**src/rtl/pipeline_stage_skid_if.sv**
```systemverilog
// Valid/ready/data handshake bundle for one side of an elastic pipeline stage.
// The master drives valid and data; the slave drives ready.
interface pipeline_stage_skid_if #(
  parameter int DATA_W = 160
);
  logic              valid;
  logic              ready;
  logic [DATA_W-1:0] data;

  modport master (output valid, output data, input ready);
  modport slave  (input valid, input data, output ready);
endinterface

```
**src/rtl/pipeline_stage_skid.sv**
```systemverilog
// Elastic pipeline register between CPU stages. A main register plus a skid
// register let upstream and downstream handshakes be fully registered: in_ready
// and out_valid are decoded from state only. Flush kills all held beats and the
// beat presented that cycle. Saturating stall and bubble counters are included.
module pipeline_stage_skid #(
  parameter int                DATA_W        = 160,
  parameter logic [DATA_W-1:0] RESET_PAYLOAD = '0,
  parameter int                CNT_W         = 32
) (
  input  logic                      clk,
  input  logic                      reset,
  input  logic                      flush,
  pipeline_stage_skid_if.slave      up,
  pipeline_stage_skid_if.master     dn,
  output logic [1:0]                occupancy,
  output logic [CNT_W-1:0]          stall_cnt,
  output logic [CNT_W-1:0]          bubble_cnt
);

  // Encoding equals the number of held entries so occupancy is the state itself.
  typedef enum logic [1:0] {
    EMPTY = 2'd0,
    ONE   = 2'd1,
    TWO   = 2'd2
  } state_t;

  state_t            state_p0;
  state_t            state_nxt;
  logic [DATA_W-1:0] main_data_p0;
  logic [DATA_W-1:0] main_data_nxt;
  logic [DATA_W-1:0] skid_data_p0;
  logic [DATA_W-1:0] skid_data_nxt;
  logic              main_vld_p0;
  logic              skid_vld_p0;
  logic              in_fire;
  logic              out_fire;

  // Counter increment that sticks at all-ones instead of wrapping.
  function automatic logic [CNT_W-1:0] sat_inc(input logic [CNT_W-1:0] c);
    logic [CNT_W-1:0] one;
    one = {{(CNT_W-1){1'b0}}, 1'b1};
    return (&c) ? c : c + one;
  endfunction

  assign main_vld_p0 = (state_p0 != EMPTY);
  assign skid_vld_p0 = (state_p0 == TWO);

  assign up.ready  = ~skid_vld_p0;
  assign dn.valid  = main_vld_p0;
  assign dn.data   = main_data_p0;
  assign occupancy = state_p0;

  assign in_fire  = up.valid & up.ready;
  assign out_fire = main_vld_p0 & dn.ready;

  // Next-state and payload steering; flush overrides every handshake outcome.
  always_comb begin
    state_nxt     = state_p0;
    main_data_nxt = main_data_p0;
    skid_data_nxt = skid_data_p0;
    if (flush) begin
      state_nxt     = EMPTY;
      main_data_nxt = RESET_PAYLOAD;
      skid_data_nxt = RESET_PAYLOAD;
    end else begin
      case (state_p0)
        EMPTY: begin
          if (in_fire) begin
            state_nxt     = ONE;
            main_data_nxt = up.data;
          end
        end
        ONE: begin
          if (in_fire && out_fire) begin
            main_data_nxt = up.data;
          end else if (in_fire) begin
            state_nxt     = TWO;
            skid_data_nxt = up.data;
          end else if (out_fire) begin
            state_nxt     = EMPTY;
            main_data_nxt = RESET_PAYLOAD;
          end
        end
        TWO: begin
          if (out_fire) begin
            state_nxt     = ONE;
            main_data_nxt = skid_data_p0;
            skid_data_nxt = RESET_PAYLOAD;
          end
        end
        default: begin
          state_nxt     = EMPTY;
          main_data_nxt = RESET_PAYLOAD;
          skid_data_nxt = RESET_PAYLOAD;
        end
      endcase
    end
  end

  // State and payload registers; reset empties the buffer at once.
  always_ff @(posedge clk or posedge reset) begin
    if (reset) begin
      state_p0     <= EMPTY;
      main_data_p0 <= RESET_PAYLOAD;
      skid_data_p0 <= RESET_PAYLOAD;
    end else begin
      state_p0     <= state_nxt;
      main_data_p0 <= main_data_nxt;
      skid_data_p0 <= skid_data_nxt;
    end
  end

  // Performance counters sample the outputs as seen before the edge; flush does not touch them.
  always_ff @(posedge clk or posedge reset) begin
    if (reset) begin
      stall_cnt  <= '0;
      bubble_cnt <= '0;
    end else begin
      if (main_vld_p0 && !dn.ready) begin
        stall_cnt <= sat_inc(stall_cnt);
      end
      if (!main_vld_p0 && dn.ready) begin
        bubble_cnt <= sat_inc(bubble_cnt);
      end
    end
  end

endmodule

```
**src/flat_wrapper.sv**
```systemverilog
// flat-port wrapper written by rule: the top's interface ports become plain ports
module pipeline_stage_skid_flat 
#(
  parameter int                DATA_W        = 160,
  parameter logic [DATA_W-1:0] RESET_PAYLOAD = '0,
  parameter int                CNT_W         = 32
)
  (clk, reset, flush, occupancy, stall_cnt, bubble_cnt, up_valid, up_data, up_ready, dn_valid, dn_data, dn_ready);
  pipeline_stage_skid_if #(.DATA_W(DATA_W)) up_i ();
  pipeline_stage_skid_if #(.DATA_W(DATA_W)) dn_i ();
  input  logic clk;
  input  logic reset;
  input  logic flush;
  output logic [1:0] occupancy;
  output logic [CNT_W-1:0] stall_cnt;
  output logic [CNT_W-1:0] bubble_cnt;
  input wire logic [$bits(up_i.valid)-1:0] up_valid;
  input wire logic [$bits(up_i.data)-1:0] up_data;
  output wire logic [$bits(up_i.ready)-1:0] up_ready;
  output wire logic [$bits(dn_i.valid)-1:0] dn_valid;
  output wire logic [$bits(dn_i.data)-1:0] dn_data;
  input wire logic [$bits(dn_i.ready)-1:0] dn_ready;
  assign up_i.valid = up_valid;
  assign up_i.data = up_data;
  assign up_ready = up_i.ready;
  assign dn_valid = dn_i.valid;
  assign dn_data = dn_i.data;
  assign dn_i.ready = dn_ready;
  pipeline_stage_skid #(.DATA_W(DATA_W), .RESET_PAYLOAD(RESET_PAYLOAD), .CNT_W(CNT_W)) u_core (.clk(clk), .reset(reset), .flush(flush), .up(up_i), .dn(dn_i), .occupancy(occupancy), .stall_cnt(stall_cnt), .bubble_cnt(bubble_cnt));
endmodule
```
**config.mk**
```make
export PLATFORM = sky130hd
export DESIGN_NAME = pipeline_stage_skid_flat
export DESIGN_NICKNAME = d
export VERILOG_FILES = /design/src/rtl/pipeline_stage_skid_if.sv /design/src/rtl/pipeline_stage_skid.sv /design/src/flat_wrapper.sv
export SDC_FILE = /design/constraint.sdc
export NUM_CORES = 1
export LEC_CHECK = 0
export ABC_AREA = 1
export CORE_MARGIN = 3
export CORE_UTILIZATION = 54
export CTS_BUF_LIST = sky130_fd_sc_hd__clkbuf_4
export CTS_CLUSTER_DIAMETER = 60
export DETAILED_ROUTE_END_ITERATION = 10
export HOLD_SLACK_MARGIN = 0.03
export PLACE_DENSITY = 0.91
export SETUP_SLACK_MARGIN = 0.1
export SLEW_MARGIN = 25
export SYNTH_ARGS = -nofsm -noshare
export SYNTH_HDL_FRONTEND = slang
export SYNTH_SLANG_ARGS = --single-unit
```
**constraint.sdc**
```tcl
create_clock -name clk -period 17.47 [get_ports clk]
set_input_delay 3.494 -clock clk [delete_from_list [all_inputs] [get_ports clk]]
set_output_delay 3.494 -clock clk [all_outputs]
set_load 0.02 [all_outputs]
```
Word-level counts from Yosys, hierarchy flattened:

Index checks and enable logic that the tools add are counted.

* output and inout port bits: 228
* register bits: 386

* mux-type cells: 17
* reduce and logical (&&, ||, !) cells: 14
* eq/ne operators: 10
* add/subtract/negate cells: 2
* bitwise operators: 5

Operator list (number)
* two-way mux 160 bit: 8
* case mux 160 bit (3 select lines): 2
* adder 32 x 1 -> 32 bit, second input constant: 2
* AND reduction 32 bit: 2
* two-way mux 2 bit: 6
* AND reduction 4 bit: 3
* inequality test 4 x 2 -> 1 bit, second input constant: 2
* inequality test 3 x 2 -> 1 bit, second input constant: 2
* inequality test 3 bit, second input constant: 2
* case mux 2 bit (3 select lines): 1
* inequality test 4 bit, second input constant: 1
* AND reduction 2 bit: 2
* logical AND 1 bit: 3
* inverter 1 bit: 3
* AND 1 bit: 2
* equality test 2 x 1 -> 1 bit, second input constant: 1
* equality test 2 bit, second input constant: 1
* logical NOT 1 bit: 2
* logical NOT 2 bit: 1
* inequality test 2 bit, second input constant: 1
* nonzero test 2 bit: 1

Longest topological paths before layout:

* word-level depth: 7
* mapped depth: 12
* depth with buffers taken out: 10

Worst setup path after synthesis:

Ideal clock, no wire load.

* path kind: reg-to-output
* start: register u_core.state_p0[1], in the netlist u_core.occupancy[1]
* end: output up_ready
* buffers on the path: 3
* setup slack: 12.715 ns
* cell stages (with the launch flop): 5
* arrival time: 1.261 ns
* cells stage by stage: dfrtp_1 buf_2 buf_2 buf_2 nand2_1

* longest elaborated chain between the ends: 2

RTL lines
* start: declaration: RTL line pipeline_stage_skid.sv:27 `state_t state_p0;`
* start signal: assignment: RTL line pipeline_stage_skid.sv:107 `state_p0 <= state_nxt;`
* equality test 2 bit: RTL line pipeline_stage_skid.sv:46 `assign skid_vld_p0 = (state_p0 == TWO);`
* inverter 1 bit: RTL line pipeline_stage_skid.sv:48 `assign up.ready = ~skid_vld_p0;`
* end: declaration: RTL line flat_wrapper.sv:19 `output wire logic [$bits(up_i.ready)-1:0] up_ready;`

Every way passes these cells.

Worst setup path after layout:

* start: register u_core.state_p0[1], in the netlist u_core.occupancy[1]
* end: output dn_valid

* longest elaborated chain between the ends: 1

RTL lines
* nonzero test 2 bit: RTL line pipeline_stage_skid.sv:45 `assign main_vld_p0 = (state_p0 != EMPTY);`
* end: declaration: RTL line flat_wrapper.sv:20 `output wire logic [$bits(dn_i.valid)-1:0] dn_valid;`

Every way passes these cells.

==> flow_metrics.env <==
export IMPL_worstPathArrival_ps=2950
export IMPL_netlist_area_um2=19250
export IMPL_synth_seq_cells=386
export IMPL_design_area_um2=24450
export IMPL_cp_slowest_cell="buf_4"
export IMPL_vdd_drop_max_uv=84.74
export IMPL_met1_usage=0.3813
export IMPL_start_util=0.5532
export IMPL_rr_worst_depth=8
export IMPL_ant_nets=0
export IMPL_grt_setup_unrepaired="no"
export IMPL_htreeDepth=3
export IMPL_slew_violations=0
export IMPL_cts_buffers_inserted=100
export IMPL_drt_iter0_markers=1981
export IMPL_status="finished clean"
export IMPL_hold_path_class="flop to flop"
export IMPL_grt_pass1_wl_um=95670
export IMPL_post_place_ws_ps=10670
export IMPL_finalWorstSetupSlack_ps=11030
export IMPL_cts_buffer_depth=3
export IMPL_design_die_area_um2=37950
export IMPL_period_needed_ps=6439
export IMPL_crit_type="flop to output port"
export IMPL_worstPathCellList="buf_4 -> nor2_2 -> inv_2 -> clkdlybuf4s50_1"
export IMPL_vias_per_cell=5.455
export IMPL_grt_util_met2=0.4866
export IMPL_drt_pass1_iter_count=6
export IMPL_ys_seq_area_frac=0.5018
export IMPL_post_cts_resized=0
export IMPL_core_area_um2=34800
export IMPL_finalClockSkew_ps=49.08
export IMPL_grt_ovfl_total=0
export IMPL_layout_drive_gt1_share=0.06634
export IMPL_grt_antenna_before_repair=8
export IMPL_syn_to_final_growth_pct=26.99
export IMPL_maxCapViolCount=0
export IMPL_ctsHoldBuffers=0
export IMPL_postSynthAreaPerCell_um2=7.314
export IMPL_required_ps=13980
export IMPL_min_from="u_core.skid_data_p0[81]$_DFFE_PP0P_"
export IMPL_drt_total_wl_um=59020
export IMPL_ys_types=28
export IMPL_port_buffers=392
export IMPL_die_h_um=194.8
export IMPL_utilization=0.7025
export IMPL_hpwl_um=38090
export IMPL_slew_headroom=0.2689
export IMPL_wl_per_cell_um=16.76
export IMPL_num_vias=19210
export IMPL_cts_root_buf="clkbuf_4"
export IMPL_pin_count=393
export IMPL_cts_tree="done"
export IMPL_grt_usage=0.3050
export IMPL_p_leak_nw=12.39
export IMPL_final_hold_violation_count=0
export IMPL_gr_max_usage_layer="met2"
export IMPL_tns_ps=0
export IMPL_r2r_end="u_core.dn.data[54]$_DFFE_PP0P_"
export IMPL_grt_start_max_net_pins=161
export IMPL_rows=68
export IMPL_fmax_mhz=155.3
export IMPL_die_x_um=194.8
export IMPL_cts_setup_buffers=0
export IMPL_cpPeakStageDelay_ps=750
export IMPL_startpoint_type="flop"
export IMPL_synth_cells=2632
export IMPL_ff2ff_setup_slack_ps=13380
export IMPL_min_to="u_core.skid_data_p0[81]$_DFFE_PP0P_"
export IMPL_postPlaceCellArea_um2=23110
export IMPL_period_share=0.3686
export IMPL_synth_warnings=0
export IMPL_grt_pass1_vias=18940
export IMPL_p_per_area_nw_per_um2=110.6
export IMPL_clk_pin_slew_ps=70
export IMPL_nets=3159
export IMPL_final_setup_viol_count=0
export IMPL_drc=0
export IMPL_syn_nets=2799
export IMPL_r2r_start="u_core.occupancy[1]$_DFFE_PP0P_"
export IMPL_grt_util_met3=0.07956
export IMPL_gp_congestion=0.9289
export IMPL_clkSinkCount=386
export IMPL_worst_pin_slew_ps=1097
export IMPL_hold_path_cell_count=2
export IMPL_clk_latency_ps=800
export IMPL_crit_path_max_fanout=78
export IMPL_critPathCaptureType="output port"
==> logic make-up after synthesis <==
| kind of cell | count (synthesis) | synth area share |
|---|---|---|
| flops | 386 | 0.5018 |
| simple gates | 1678 | 0.3549 |
| buf+inv | 368 | 0.08514 |
| fa+ha+maj | 2 | 0.001300 |
| compound gates | 171 | 0.04465 |
| xor+xnor | 27 | 0.01228 |
==> synthesized netlist by cell type, drive strengths merged <==
cell | instances | area share
a21oi | 1 | 0.00026
buf | 114 | 0.035
clkbuf | 35 | 0.0071
dfrtp | 386 | 0.50
ha | 2 | 0.0013
inv | 219 | 0.043
nand2 | 1200 | 0.24
nand3 | 354 | 0.092
nand3b | 2 | 0.00078
nand4 | 4 | 0.0013
nor2 | 116 | 0.024
nor3 | 2 | 0.00078
o21ai | 170 | 0.044
xnor2 | 11 | 0.0050
xor2 | 16 | 0.0073
==> critical path: cells and delay by family, from the launching register on <==
kind                   cells  cell delay (ps)
buffers and inverters      3             1520
DFF                        1              500
and+or+nand+nor            1              110
==> power breakdown <==
part | switching (mW) | total, mW | internal, mW | leakage (nW)
combinational | 0.505 | 0.788 | 0.283 | 6.39
clock | 0.371 | 0.806 | 0.434 | 0.775
sequential | 0.0949 | 1.11 | 1.02 | 5.22
==> state kept, by name (all words and copies together) (netlist names) <==
register	flops
u_core.skid_data_p0	160
u_core.occupancy	2
u_core.stall_cnt	32
u_core.bubble_cnt	32
u_core.dn.data	160
==> how the worst max path moves through the flow <==
stage	from	cells past startpoint	slack [ps]	end
6_report	u_core.occupancy[1]$_DFFE_PP0P_	4	11030	dn_valid
5_1_grt	u_core.occupancy[1]$_DFFE_PP0P_	4	10870	dn_valid
4_1_cts	u_core.occupancy[1]$_DFFE_PP0P_	4	10990	dn_valid
3_5_place_dp	dn_ready	7	10670	u_core.dn.data[49]$_DFFE_PP0P_
3_3_place_gp	dn_ready	6	10650	u_core.dn.data[46]$_DFFE_PP0P_
2_1_floorplan	reset	1	3250	u_core.bubble_cnt[0]$_DFFE_PP0P_
==> per-stage QoR <==
| step | hold WS, ps | std cells | total power, mW |
|---|---|---|---|
| after floorplan | 442.5 | 2632 | 1.582 |
| after global placement | 453.2 | 3343 | 1.875 |
| after detailed placement | 458.8 | 3344 | 1.902 |
| after CTS | 473.2 | 3514 | 2.710 |
| after global routing | 493.1 | 3522 | 2.846 |
| final | 471.9 | 3522 | 2.705 |
==> area by class of cell <==
| type | count | area (um2) |
|---|---|---|
| Clock buffer | 151 | 1134 |
| Inverter | 219 | 837.1 |
| Sequential cell | 386 | 9663 |
| Fill cell | 2664 | 10350 |
| Clock inverter | 19 | 153.9 |
| Antenna cell | 7 | 17.52 |
| Timing Repair Buffer | 407 | 4073 |
| Tap cell | 455 | 569.3 |
| Multi-Input combinational cell | 1878 | 8000 |
==> cells in the final DEF (no fill, tap or decap), types with 7 or more instances in the layout <==
| cell type | instances |
|---|---|
| clkbuf_4 | 151 |
| nand2_1 | 1191 |
| clkinv_1 | 11 |
| nor2_1 | 109 |
| inv_2 | 8 |
| inv_1 | 210 |
| diode_2 | 7 |
| o21ai_1 | 102 |
| xor2_1 | 16 |
| xnor2_1 | 11 |
| dfrtp_1 | 385 |
| buf_4 | 12 |
| clkdlybuf4s50_1 | 392 |
| nand3_1 | 353 |
| o21ai_0 | 67 |
==> routing by layer <==
metal / share of wire / up-vias
li1: - / 8947
met1: 0.38 / 8986
met2: 0.48 / 1086
met3: 0.094 / 193
met4: 0.051 / 2
met5: 0.00019 / -
Note: power is estimated with default switching activity, not from simulation.
